===== src/rtl/rv32i_pkg.sv =====
`default_nettype none
// ============================================================================
// Module      : rv32i_pkg
// Description : Shared rv32i definitions: memory mnemonic codes and the
//               load/store unit state encoding.
// Revision    : 1.0 - initial release
// ============================================================================
package rv32i_pkg;

    // Decoded mnemonic codes seen by the MEM stage (0 is a bubble)
    localparam logic [5:0] NOP = 6'd0;
    localparam logic [5:0] LB  = 6'd1;
    localparam logic [5:0] LH  = 6'd2;
    localparam logic [5:0] LW  = 6'd3;
    localparam logic [5:0] LBU = 6'd4;
    localparam logic [5:0] LHU = 6'd5;
    localparam logic [5:0] SB  = 6'd6;
    localparam logic [5:0] SH  = 6'd7;
    localparam logic [5:0] SW  = 6'd8;

    typedef enum logic [1:0] {
        S_IDLE = 2'd0,
        S_WAIT = 2'd1,
        S_RESP = 2'd2
    } lsu_state_t;

endpackage : rv32i_pkg
`default_nettype wire


===== src/rtl/lsu_align.sv =====
`default_nettype none
// ============================================================================
// Module      : lsu_align
// Description : Combinational data formatting for the load/store unit:
//               store strobe/lane replication, misalign detection and load
//               lane selection with sign/zero extension.
// Revision    : 1.0 - initial release
// ============================================================================
module lsu_align
    import rv32i_pkg::*;
(
    input  logic [5:0]  st_mnemonic,
    input  logic [1:0]  st_offset,
    input  logic [31:0] st_data,
    output logic        is_mem,
    output logic        is_store,
    output logic        misalign,
    output logic [3:0]  st_wstrb,
    output logic [31:0] st_wdata,
    input  logic [5:0]  ld_mnemonic,
    input  logic [1:0]  ld_offset,
    input  logic [31:0] rdata,
    output logic [31:0] ld_result
);

    logic [7:0]  ld_byte;
    logic [15:0] ld_half;

    // Classify the incoming op and build the bus strobes / replicated data
    always_comb begin
        is_mem   = 1'b0;
        is_store = 1'b0;
        misalign = 1'b0;
        st_wstrb = 4'b0000;
        st_wdata = 32'h0;
        case (st_mnemonic)
            LB, LBU: begin
                is_mem = 1'b1;
            end
            LH, LHU: begin
                is_mem   = 1'b1;
                misalign = st_offset[0];
            end
            LW: begin
                is_mem   = 1'b1;
                misalign = |st_offset;
            end
            SB: begin
                is_mem   = 1'b1;
                is_store = 1'b1;
                st_wstrb = 4'b0001 << st_offset;
                st_wdata = {4{st_data[7:0]}};
            end
            SH: begin
                is_mem   = 1'b1;
                is_store = 1'b1;
                misalign = st_offset[0];
                st_wstrb = 4'b0011 << {st_offset[1], 1'b0};
                st_wdata = {2{st_data[15:0]}};
            end
            SW: begin
                is_mem   = 1'b1;
                is_store = 1'b1;
                misalign = |st_offset;
                st_wstrb = 4'b1111;
                st_wdata = st_data;
            end
            default: ;
        endcase
    end

    // Pick the addressed byte/half of the read word and extend it
    always_comb begin
        case (ld_offset)
            2'd0:    ld_byte = rdata[7:0];
            2'd1:    ld_byte = rdata[15:8];
            2'd2:    ld_byte = rdata[23:16];
            default: ld_byte = rdata[31:24];
        endcase
        ld_half = ld_offset[1] ? rdata[31:16] : rdata[15:0];
        case (ld_mnemonic)
            LB:      ld_result = {{24{ld_byte[7]}}, ld_byte};
            LBU:     ld_result = {24'h0, ld_byte};
            LH:      ld_result = {{16{ld_half[15]}}, ld_half};
            LHU:     ld_result = {16'h0, ld_half};
            LW:      ld_result = rdata;
            default: ld_result = 32'h0;
        endcase
    end

endmodule : lsu_align
`default_nettype wire


===== src/rtl/lsu.sv =====
`default_nettype none
// ============================================================================
// Module      : lsu
// Description : rv32i MEM-stage load/store unit. Passes non-memory ops
//               through, runs a req/ack data-bus transaction for memory
//               ops while stalling upstream, and flags misaligned accesses
//               and bus timeouts.
// Revision    : 1.0 - initial release
// ============================================================================
module lsu
    import rv32i_pkg::*;
#(
    parameter int MAX_WAIT = 255
) (
    input  logic        clk,
    input  logic        rst,
    input  logic [5:0]  i_mnemonic,
    input  logic [4:0]  i_rd_addr,
    input  logic [31:0] i_ALUout,
    input  logic [31:0] i_rs2_data,
    input  logic        i_rd_wr,
    output logic        o_stall,
    output logic        o_dm_req,
    output logic        o_dm_we,
    output logic [31:0] o_dm_addr,
    output logic [3:0]  o_dm_wstrb,
    output logic [31:0] o_dm_wdata,
    input  logic        i_dm_ack,
    input  logic [31:0] i_dm_rdata,
    output logic [5:0]  o_mnemonic,
    output logic [4:0]  o_rd_addr,
    output logic [31:0] o_ALUout,
    output logic        o_rd_wr,
    output logic        o_misalign,
    output logic        o_bus_err
);

    localparam int             CW       = $clog2(MAX_WAIT + 1);
    localparam logic [CW-1:0]  LAST_CNT = CW'(MAX_WAIT - 1);

    lsu_state_t  state;
    logic [CW-1:0] wait_cnt;
    logic [31:0] req_addr;
    logic [3:0]  req_wstrb;
    logic [31:0] req_wdata;
    logic        req_we;
    logic [5:0]  req_mnemonic;
    logic [4:0]  req_rd_addr;
    logic        req_rd_wr;
    logic [31:0] load_result;
    logic        timeout;

    logic        is_mem;
    logic        is_store;
    logic        misalign;
    logic [3:0]  st_wstrb;
    logic [31:0] st_wdata;
    logic [31:0] ld_result;
    logic        accept;

    lsu_align u_align (
        .st_mnemonic (i_mnemonic),
        .st_offset   (i_ALUout[1:0]),
        .st_data     (i_rs2_data),
        .is_mem      (is_mem),
        .is_store    (is_store),
        .misalign    (misalign),
        .st_wstrb    (st_wstrb),
        .st_wdata    (st_wdata),
        .ld_mnemonic (req_mnemonic),
        .ld_offset   (req_addr[1:0]),
        .rdata       (i_dm_rdata),
        .ld_result   (ld_result)
    );

    // Misaligned ops are retired immediately with a flag, never sent to the bus
    assign accept = (state == S_IDLE) && is_mem && !misalign;

    // Transaction FSM, wait counter and request/result capture
    always_ff @(posedge clk or negedge rst) begin
        if (!rst) begin
            state        <= S_IDLE;
            wait_cnt     <= '0;
            req_addr     <= 32'h0;
            req_wstrb    <= 4'h0;
            req_wdata    <= 32'h0;
            req_we       <= 1'b0;
            req_mnemonic <= NOP;
            req_rd_addr  <= 5'h0;
            req_rd_wr    <= 1'b0;
            load_result  <= 32'h0;
            timeout      <= 1'b0;
        end else begin
            case (state)
                S_IDLE: begin
                    if (accept) begin
                        req_addr     <= i_ALUout;
                        req_wstrb    <= st_wstrb;
                        req_wdata    <= st_wdata;
                        req_we       <= is_store;
                        req_mnemonic <= i_mnemonic;
                        req_rd_addr  <= i_rd_addr;
                        req_rd_wr    <= i_rd_wr;
                        wait_cnt     <= '0;
                        timeout      <= 1'b0;
                        state        <= S_WAIT;
                    end
                end
                S_WAIT: begin
                    // Ack wins over timeout when both land in the same cycle
                    if (i_dm_ack) begin
                        load_result <= ld_result;
                        timeout     <= 1'b0;
                        state       <= S_RESP;
                    end else if (wait_cnt == LAST_CNT) begin
                        timeout <= 1'b1;
                        state   <= S_RESP;
                    end else begin
                        wait_cnt <= wait_cnt + CW'(1);
                    end
                end
                S_RESP: begin
                    state <= S_IDLE;
                end
                default: begin
                    state <= S_IDLE;
                end
            endcase
        end
    end

    // Output steering; everything is forced low while reset is asserted
    always_comb begin
        o_stall    = 1'b0;
        o_dm_req   = 1'b0;
        o_dm_we    = 1'b0;
        o_dm_addr  = 32'h0;
        o_dm_wstrb = 4'h0;
        o_dm_wdata = 32'h0;
        o_mnemonic = NOP;
        o_rd_addr  = 5'h0;
        o_ALUout   = 32'h0;
        o_rd_wr    = 1'b0;
        o_misalign = 1'b0;
        o_bus_err  = 1'b0;
        if (rst) begin
            case (state)
                S_IDLE: begin
                    if (accept) begin
                        o_stall = 1'b1;
                    end else begin
                        o_mnemonic = i_mnemonic;
                        o_rd_addr  = i_rd_addr;
                        o_ALUout   = i_ALUout;
                        o_rd_wr    = i_rd_wr && !misalign;
                        o_misalign = misalign;
                    end
                end
                S_WAIT: begin
                    o_stall    = 1'b1;
                    o_dm_req   = 1'b1;
                    o_dm_we    = req_we;
                    o_dm_addr  = {req_addr[31:2], 2'b00};
                    o_dm_wstrb = req_wstrb;
                    o_dm_wdata = req_wdata;
                end
                S_RESP: begin
                    o_mnemonic = req_mnemonic;
                    o_rd_addr  = req_rd_addr;
                    if (timeout) begin
                        o_bus_err = 1'b1;
                    end else if (req_we) begin
                        o_ALUout = req_addr;
                    end else begin
                        o_ALUout = load_result;
                        o_rd_wr  = req_rd_wr;
                    end
                end
                default: ;
            endcase
        end
    end

endmodule : lsu
`default_nettype wire


===== config.mk =====
export PLATFORM = sky130hd
export DESIGN_NAME = lsu
export DESIGN_NICKNAME = d
export VERILOG_FILES = /design/src/rtl/rv32i_pkg.sv /design/src/rtl/lsu_align.sv /design/src/rtl/lsu.sv
export SDC_FILE = /design/constraint.sdc
export NUM_CORES = 1
export LEC_CHECK = 0
export CAP_MARGIN = 20
export CORE_ASPECT_RATIO = 0.7
export CORE_MARGIN = 1.5
export CORE_UTILIZATION = 43
export CTS_CLUSTER_DIAMETER = 50
export DETAILED_ROUTE_END_ITERATION = 10
export PLACE_DENSITY = 0.81
export SYNTH_ARGS = -nofsm -noshare
export SYNTH_HDL_FRONTEND = slang
export SYNTH_SLANG_ARGS = --single-unit

===== constraint.sdc =====
create_clock -name clk -period 2.5 [get_ports clk]
set_clock_uncertainty 0.1 [all_clocks]
set_input_delay 0.5 -clock clk [delete_from_list [all_inputs] [get_ports clk]]
set_output_delay 0.5 -clock clk [all_outputs]
set_load 0.005 [all_outputs]

==> Word level (Yosys, flattened, before mapping) <==
Index checks and enable logic that the tools add are counted.
{ "word_totals": {"regBits": 124, "in_bits": 111, "output_inout_bits": 117, "word_cells": 108} }
{ "classes": {"add_sub_neg": 1, "eq_ne": 22, "shift": 2, "n_mux": 55, "reduce_logical": 17} }
{ "op_table": {"columns": ["cell", "n"], "rows": [
  ["32-bit two-way mux", 8],
  ["32-bit case mux with 5 select lines", 1],
  ["32-bit case mux with 3 select lines", 1],
  ["32-bit case mux with 2 select lines", 1],
  ["6-bit by 3-bit == test with 1-bit output (second input constant)", 6],
  ["6-bit by 2-bit == test with 1-bit output (second input constant)", 4],
  ["8-bit two-way mux", 3],
  ["8-bit case mux with 3 select lines", 1],
  ["1-bit two-way mux", 21],
  ["16-bit two-way mux", 1],
  ["8-bit case mux with 2 select lines", 1],
  ["6-bit by 1-bit == test with 1-bit output (second input constant)", 2],
  ["6-bit two-way mux", 2],
  ["4-bit case mux with 3 select lines", 1],
  ["6-bit case mux with 2 select lines", 1],
  ["5-bit two-way mux", 2],
  ["5-bit case mux with 2 select lines", 1],
  ["8-bit by 1-bit adder with 8-bit output (second input constant)", 1],
  ["8-bit == test (second input constant)", 1],
  ["4-bit two-way mux", 2],
  ["1-bit case mux with 2 select lines", 4],
  ["8-bit OR reduction", 1],
  ["6-bit by 4-bit == test with 1-bit output (second input constant)", 1],
  ["2-bit two-way mux", 3],
  ["16 further kinds", 27]
]} }

==> Logic depth before layout (Yosys ltp) <==
Gate-level depths: netlist (run 1).
{ "depth": {"depth_word": 8, "ltp_mapped": 8, "depth_no_buf": 6} }

==> Hierarchy <==
Synthesis (run 1) repeated with hierarchy kept, for this count alone.
{ "hier_totals": {"hier_cells": 711, "area_unflattened_um2": 7543.5} }
{ "modules_own_cells": {"columns": ["mod", "n_inst", "cells_each", "area_per_inst_um2"], "rows": [
  ["lsu", 1, 538, 6302.3],
  ["lsu_align", 1, 173, 1241.2]
]} }

==> Worst setup path before layout (run 1) <==
Ideal clock, no wire load.
{ "synth_timing": {"kind": "input -> output", "start": "input port i_mnemonic[0]", "end": "output port o_ALUout[10]", "t_arrival_ps": 2069, "required_ps": 1900, "slack_ps": -169, "path_stages": 7, "n_path_buf": 2, "path_cell_list": "buf_4 > or3b_1 > a211oi_2 > o221ai_2 > a41oi_4 > buf_6 > o2bb2ai_2"} }
{ "synth_between": {"elab_chain_len": 8} }
{ "synth_rtl": {"columns": ["item", "line_no", "text"], "rows": [
  ["start, declared", "lsu.sv:17", "input logic [5:0] i_mnemonic,"],
  ["6-bit by 2-bit == test with 1-bit output (tied with other cells)", "lsu_align.sv:36", "case (st_mnemonic)"],
  ["3-bit OR reduction (no source line) (tied with other cells)", null, null],
  ["1-bit case mux with 2 select lines or 1-bit two-way mux (tied branches)", "lsu_align.sv:36", null],
  ["1-bit logical NOT or 1-bit logical AND (tied branches)", "lsu.sv:77", "assign accept = (state == S_IDLE) && is_mem && !misalign;"],
  ["1-bit logical AND (*)", "lsu.sv:77", null],
  ["32-bit two-way mux (*)", "lsu.sv:149", "if (accept) begin"],
  ["32-bit case mux with 2 select lines (*)", "lsu.sv:147", "case (state)"],
  ["32-bit two-way mux (*)", "lsu.sv:146", "if (rst) begin"],
  ["end, declared", "lsu.sv:32", "output logic [31:0] o_ALUout,"]
]} }
Every way passes the cells marked *; elsewhere a longest branch is shown, timed or not.

==> Final worst setup path (run 1) <==
{ "layout_timing": {"start": "input port i_mnemonic[1]", "end": "output port o_ALUout[24]"} }
The elaborated chain is that of the path after synthesis.

==> results of run 1 <==
==> cells in the mapped netlist, types with 2 or more instances <==
| library cell | number |
|---|---|
| or3_1 | 4 |
| and3_1 | 69 |
| nand3_1 | 6 |
| mux2i_1 | 43 |
| nand2b_1 | 7 |
| a31oi_1 | 4 |
| a21o_1 | 8 |
| o2bb2ai_2 | 10 |
| buf_2 | 6 |
| nor2_1 | 27 |
| and2_1 | 8 |
| nor3b_1 | 2 |
| mux2_2 | 7 |
| nor4b_1 | 2 |
| o2bb2ai_1 | 22 |
| a22oi_1 | 2 |
| xnor2_1 | 2 |
| buf_4 | 4 |
| or4_1 | 4 |
| a21oi_1 | 40 |
| inv_1 | 3 |
| a22o_1 | 25 |
| o21ai_0 | 72 |
| or2_2 | 3 |
| o22ai_1 | 2 |
| dfrtp_1 | 124 |
| ha_1 | 2 |
| clkbuf_1 | 48 |
| nor3_1 | 5 |
| nor2_4 | 2 |
| nand3b_1 | 2 |
| a31o_2 | 2 |
| buf_6 | 10 |
| a222oi_1 | 7 |
| mux2_1 | 53 |
| nand2_1 | 52 |
| mux4_2 | 8 |
| nor2b_1 | 2 |
==> stage by stage <==
stage,hold WS [ps],setup TNS (ps)
floorplan,104,-3410
global placement,360,-82850
detailed placement,369,-83880
CTS,129,-15150
finish,117,-16860
global route,138,-19500
==> worst paths after layout <==
kind                                           start                          end  cells past startpoint
min reg2reg                req_wdata[22]$_DFFE_PN0P_    req_wdata[22]$_DFFE_PN0P_                      1
max                                    i_mnemonic[1]                 o_ALUout[24]                     10
max reg2reg                  req_addr[1]$_DFFE_PN0P_  load_result[20]$_DFFE_PN0P_                      6
min                                              rst  load_result[19]$_DFFE_PN0P_                      3
min in group clk           req_wdata[22]$_DFFE_PN0P_    req_wdata[22]$_DFFE_PN0P_                      1
max in group asynchronous                        rst    req_wdata[13]$_DFFE_PN0P_                      3
==> final cells by class <==
type	instances	area [um2]
Tap cell	225	282
Timing Repair Buffer	317	2910
Sequential cell	124	3100
Clock buffer	18	439
Inverter	3	11.3
Multi-Input combinational cell	522	4140
Clock inverter	14	169
Fill cell	1251	5440
==> per-layer routing <==
layer | vias to the layer above | track usage [%] | share of wire (%) | routed length (um)
met5 | - | 0 | 0 | 0
met4 | 0 | 10.6 | 2.1 | 566
met3 | 58 | 8.02 | 9.0 | 2430
met2 | 420 | 45.1 | 45 | 12200
met1 | 3598 | 41.7 | 44 | 11800
li1 | 3202 | - | - | -
==> worst max-delay path, cell delays in order <==
cell and delay, ps:
buf_6 90, or3b_4 390, a211oi_4 250, o221ai_2 180
a41oi_4 280, buf_12 150, buf_8 130, buf_8 140
o2bb2ai_4 110, buf_2 120
==> power by group <==
part / leakage, nW / internal (mW) / total, mW / switching [mW]
Clock: 0.284 / 1.59 / 2.56 / 0.969
Sequential: 1.61 / 2.48 / 2.91 / 0.426
Combinational: 3.10 / 1.22 / 2.39 / 1.17
Total: 4.99 / 5.29 / 7.86 / 2.56
==> what timing repair did <==
item | CTS | global route
gates resized for setup | 381 | 82
cloned | 8 | 1
buffers inserted | 26 | 8
pin swaps | 14 | 5
setup endpoints to repair | 172 | 127
==> cells by family after synthesis <==
logic type,count (synthesis),synth area share [%]
AOI/OAI and AO/OA,206,20.0
buffers and inverters,72,5.01
other,1,0.0511
adders and majority gates,2,0.341
and+or+nand+nor,199,14.6
muxes,111,17.5
xor gates and xnor gates,2,0.239
DFF,124,42.3
==> flip-flops by register name, indices dropped and copies added, names as in the netlist <==
name	count
load_result	32
req_addr	32
req_wdata	32
wait_cnt	8
req_mnemonic	6
req_rd_addr	5
req_wstrb	4
state	2
req_rd_wr	1
req_we	1
timeout	1
==> metrics.log, run 1 <==
INFO  metric die_x = between 150 and 200 um
INFO  metric antenna_found_initial = 0
INFO  metric postPlaceCellArea = 10200 um2
INFO  metric power.ir.vdd_worst = 0.507 mV
INFO  metric grt_max_degree = 66
INFO  metric gp_routability_congestion = 0.886
INFO  metric ys_seq_elements = approximately 120
INFO  metric finalCoreUtilization = between 60% and 70%
INFO  metric buffer_ports.inserted = 225
INFO  metric row_count = 39
INFO  metric area.growth.synth_to_final = 50.6%
INFO  metric slew-limit-headroom = 56.5%
INFO  metric post_synth_arst_share = 100%
INFO  metric yosysWarnings = 0
INFO  metric route.final.wire_length = between 20000 and 30000 um
INFO  metric route.vias.total = 7278
INFO  metric failed_checks = setup timing
INFO  metric slack_of_the_worst_reg_to_reg_path = ~200 ps
INFO  metric clk_root_buffer_cell = clkbuf_16
INFO  metric cp.required = between 1500 and 2000 ps
INFO  metric holdBufCountCts = 0
INFO  metric hold_path_class = in -> async
INFO  metric grt.total_usage = 30.0%
INFO  metric final-instance-count-excl-fill = approximately 1200
INFO  metric post_route_cells_drive_above_1_share = 28.9%
INFO  metric place_hpwl = ~18000 um
INFO  metric leakagePower = 4.99 nW
INFO  metric finalCritPeriodShare = 119%
INFO  metric postSynthAreaPerCell = just over 10 um2
INFO  metric synth_area_leader_cell = dfrtp_1
INFO  metric synthTopCellsByArea = dfrtp_1 (42%), mux2_1 (8.1%), and3_1 (5.9%)
INFO  metric path_max_fanout = 6
INFO  metric cts-root-to-sink-buffers = 2
INFO  metric fin_nets = between 1000 and 1500
INFO  metric cts_tree = built
INFO  metric fp.dieArea = roughly 18000 um2
INFO  metric powerDensity = approximately 700 nW/um2
INFO  metric cts-buffers-inserted = 17
INFO  metric synth.yosys.seq_area_share = 42.3%
INFO  metric synth_ff_type = dfrtp_1
INFO  metric clock_latency_on_the_worst_skew_pair = 420 ps
INFO  metric unrepaired_setup_endpoints_after_global_routing = true
INFO  metric crit_path_start_kind = input port
INFO  metric finalWorstSetupSlack = -468 ps
INFO  metric outcome = finished with violations
INFO  metric critPathCaptureType = output port
INFO  metric grt-ovfl-total = 0
INFO  metric critical_path_arrival = 2370 ps
INFO  metric cap_viol_max_count = 0
INFO  metric slew_viol_final = 0
INFO  metric io_pins = between 200 and 250
INFO  metric detailedRoute.firstIterationViolations = 682
INFO  metric first_global_vias = ~7100
INFO  metric clock.fmax = between 300 and 400 MHz
INFO  metric first_drt_pass_iteration_count = 7
INFO  metric coreArea = 16500 um2
INFO  metric insertedDiodeCount = 0
INFO  metric grt_pass1_wl = a little over 40000 um
INFO  metric dp.cells = about 1200
INFO  metric start_util = around 44%
INFO  metric clk_transition_reported_paths = ~60 ps
INFO  metric mostFrequentLayoutCell = dfrtp_1
INFO  metric fin_crit_period = between 2000 and 3000 ps
INFO  metric pre_cts_ws = -1060 ps
INFO  metric clock_sinks = approximately 120
INFO  metric avgRoutedWirePerCell = approximately 22 um
INFO  metric fp.dieH = 112 um
INFO  metric synth_top_area_share = a little over two fifths
INFO  metric remaining_drc_errors = 0
INFO  metric syn-cell-area = ~7300 um2
INFO  metric endpoints_failing_hold = 0
INFO  metric drtAntennaViolNets = 0
INFO  metric setup_viol = 42
INFO  metric drt-vias-per-instance = 5.95
INFO  metric crit_type = in -> out
INFO  metric final_cell_mix = dfrtp_1 (123), clkdlybuf4s50_1 (105), o21ai_0 (72), and3_1 (58), buf_2 (55)
INFO  metric total_power = between 7 and 8 mW
INFO  metric syn-instance-count = a little over 700
INFO  metric final_area = roughly 11000 um2
INFO  metric cts_htree_levels = 4
INFO  metric netlist-cell-type-count = 56
INFO  metric worst-slew-pin-transition = 649 ps
INFO  metric number_of_enable_flip_flop_cells_after_synthesis = 0
Power figures use the tool's default switching activity.
==> run 2: changes to the inputs <==
Settings changed: REMOVE_ABC_BUFFERS set to 1.
==> metrics.log, run 2 (synthesized netlist as in run 1, its figures left out) <==
INFO  metric n_fill_cell = 1270 (+1.5%)
INFO  metric cts_htree_levels = 4 (unchanged)
INFO  metric start_util = 44.5% (unchanged)
INFO  metric cts-root-to-sink-buffers = 2 (unchanged)
INFO  metric worst-r2r-cell-count = 9 (+3)
INFO  metric grt-ovfl-total = 0 (unchanged)
INFO  metric powerDensity = 729 nW/um2 (+2.6%)
INFO  metric route.vias.total = 7262 (-0.22%)
INFO  metric clock_sinks = 124 (unchanged)
INFO  metric critical_path_arrival = 2360 ps (about the same)
INFO  metric outcome = finished with violations
INFO  metric route.final.wire_length = 26900 um (-0.33%)
INFO  metric first_global_vias = 7220 (+1.3%)
INFO  metric setup-tns-final = -15210 ps (+1650 ps)
INFO  metric grt_pass1_wl = 40900 um (-1.0%)
INFO  metric die_x = 159 um (unchanged)
INFO  metric regToRegEndpoint = load_result[17]$_DFFE_PN0P_
INFO  metric fp.dieH = 112 um (unchanged)
INFO  metric fin_nets = 1101 (+0.27%)
INFO  metric gp_routability_congestion = 0.889 (+0.33%)
INFO  metric hold_path_class = in -> async
INFO  metric final_cell_mix = dfrtp_1 (123), clkdlybuf4s50_1 (104), o21ai_0 (72), and3_1 (65), buf_2 (59)
INFO  metric drt-vias-per-instance = 5.92 (-0.55%)
INFO  metric cts_tree = built
INFO  metric grt_max_degree = 99 (+50%)
INFO  metric buffer_ports.inserted = 225 (unchanged)
INFO  metric holdBufCountCts = 0 (unchanged)
INFO  metric failed_checks = setup timing
INFO  metric cp.required = 1900 ps (about the same)
INFO  metric crit_type = in -> out
INFO  metric worst-slew-pin-transition = 737 ps (+88.1 ps)
INFO  metric pre_cts_ws = -1240 ps (-180 ps)
INFO  metric cap_viol_max_count = 0 (unchanged)
INFO  metric fp.dieArea = 17900 um2 (unchanged)
INFO  metric clk_transition_reported_paths = 60 ps (about the same)
INFO  metric slew_viol_final = 0 (unchanged)
INFO  metric clk_root_buffer_cell = clkbuf_16
INFO  metric final_area = 11200 um2 (+1.1%)
INFO  metric detailedRoute.firstIterationViolations = 688 (+0.88%)
INFO  metric clock_latency_on_the_worst_skew_pair = 420 ps (about the same)
INFO  metric worstReg2RegStart = state[1]$_DFFE_PN0P_
INFO  metric antenna_found_initial = 2 (+2)
INFO  metric finalWorstSetupSlack = -458 ps (+9.99 ps)
INFO  metric critPathCaptureType = output port
INFO  metric postPlaceCellArea = 10000 um2 (-1.3%)
INFO  metric grt.total_usage = 29.5% (-0.45 points)
INFO  metric area.growth.synth_to_final = 52.2%
INFO  metric leakagePower = 5.12 nW (+2.4%)
INFO  metric path_max_fanout = 5 (-1)
INFO  metric setup_viol = 54 (+29%)
INFO  metric crit_path_start_kind = input port
INFO  metric total_power = 8.15 mW (+3.7%)
INFO  metric first_drt_pass_iteration_count = 7 (unchanged)
INFO  metric place_hpwl = 16700 um (-4.7%)
INFO  metric finalCritPeriodShare = 118% (-0.40 points)
INFO  metric mostFrequentLayoutCell = dfrtp_1
INFO  metric io_pins = 228 (unchanged)
INFO  metric clock.fmax = 338 MHz (+0.34%)
INFO  metric avgRoutedWirePerCell = 21.9 um (-0.65%)
INFO  metric cts-buffers-inserted = 17 (unchanged)
INFO  metric dp.cells = 1151 (-0.60%)
INFO  metric remaining_drc_errors = 0 (unchanged)
INFO  metric coreArea = 16500 um2 (unchanged)
INFO  metric slack_of_the_worst_reg_to_reg_path = 80 ps (-120 ps)
INFO  metric final-instance-count-excl-fill = 1227 (+0.33%)
INFO  metric post_route_cells_drive_above_1_share = 30.1% (+1.2 points)
INFO  metric unrepaired_setup_endpoints_after_global_routing = true
INFO  metric row_count = 39 (unchanged)
INFO  metric fin_crit_period = 2960 ps (-9.99 ps)
INFO  metric power.ir.vdd_worst = 0.516 mV (+1.8%)
INFO  metric slew-limit-headroom = 50.7% (-5.8 points)
INFO  metric drtAntennaViolNets = 0 (unchanged)
INFO  metric endpoints_failing_hold = 0 (unchanged)
INFO  metric layout_top_registers = load_result: 32 flops, req_addr: 32 flops, req_wdata: 32 flops
[run 2: cell types whose count changed in the layout (fill, tap and decap cells not counted), sizes merged]
cell,delta
clkbuf,+6
dlygate4sd2,+7
clkdlybuf4s15,-13
clkdlybuf4s50,-1
inv,-1
clkinvlp,-3
clkinv,-1
buf,+5
dlymetal6s2s,+1
bufinv,+3
diode,+1
[run 2: critical path, stage by stage]
cell and delay, ps:
buf_6 90, or3b_4 400, a211oi_4 240, o221ai_2 180
a41oi_4 210, buf_12 140, buf_8 100, buf_6 130
buf_8 120, o2bb2ai_1 110, buf_2 130
[run 2: worst max-delay path by stage]
stage,from,endpoint,slack (ps),cells after the start
after floorplan,state[1]$_DFFE_PN0P_,load_result[16]$_DFFE_PN0P_,-1720,4
final,i_mnemonic[0],o_ALUout[18],-460,11
after detailed placement,i_mnemonic[3],o_ALUout[24],-1240,8
after global placement,i_mnemonic[3],o_ALUout[30],-1190,8
after CTS,i_mnemonic[0],o_ALUout[24],-430,11
after global routing,i_mnemonic[3],o_ALUout[19],-500,11
[run 2: cell type report]
type	instances	area [um2]	share of cell area, %
diodes	1	2.50	0.0224
clock buffers	20	437	3.91
clock inverters	12	219	1.96
inverters	3	11.3	0.101
multi-input cells	522	4130	37.0
flip-flops and latches	124	3100	27.8
well taps	225	282	2.52
repair buffers	320	2990	26.7
[run 2: per-stage QoR]
step           hold WS, ps  utilization [%]
6_report              82.8             67.7
5_1_grt                108             67.7
4_1_cts               81.3             67.4
3_5_place_dp           368             60.7
3_3_place_gp           359             60.7
2_1_floorplan          104                -
[run 2: repair_timing]
item | CTS | global route
buffers inserted | 25 | 13
pin swaps | 10 | 6
gates resized for setup | 401 | 94
setup endpoints to repair | 172 | 151
cloned | 9 | 1
[run 2: where the power goes]
part	switching, mW	internal [mW]	leakage [nW]
Sequential	0.449	2.48	1.61
Clock	0.924	1.87	0.314
Combinational	1.17	1.26	3.19
Total	2.54	5.60	5.12
[run 2: routing by layer]
metal	global-route usage (%)	up-vias	share of wire (%)
met5	0	-	0.048
li1	-	3218	-
met2	42.8	414	44
met3	7.50	67	9.2
met1	42.6	3561	44
met4	10.8	2	2.8
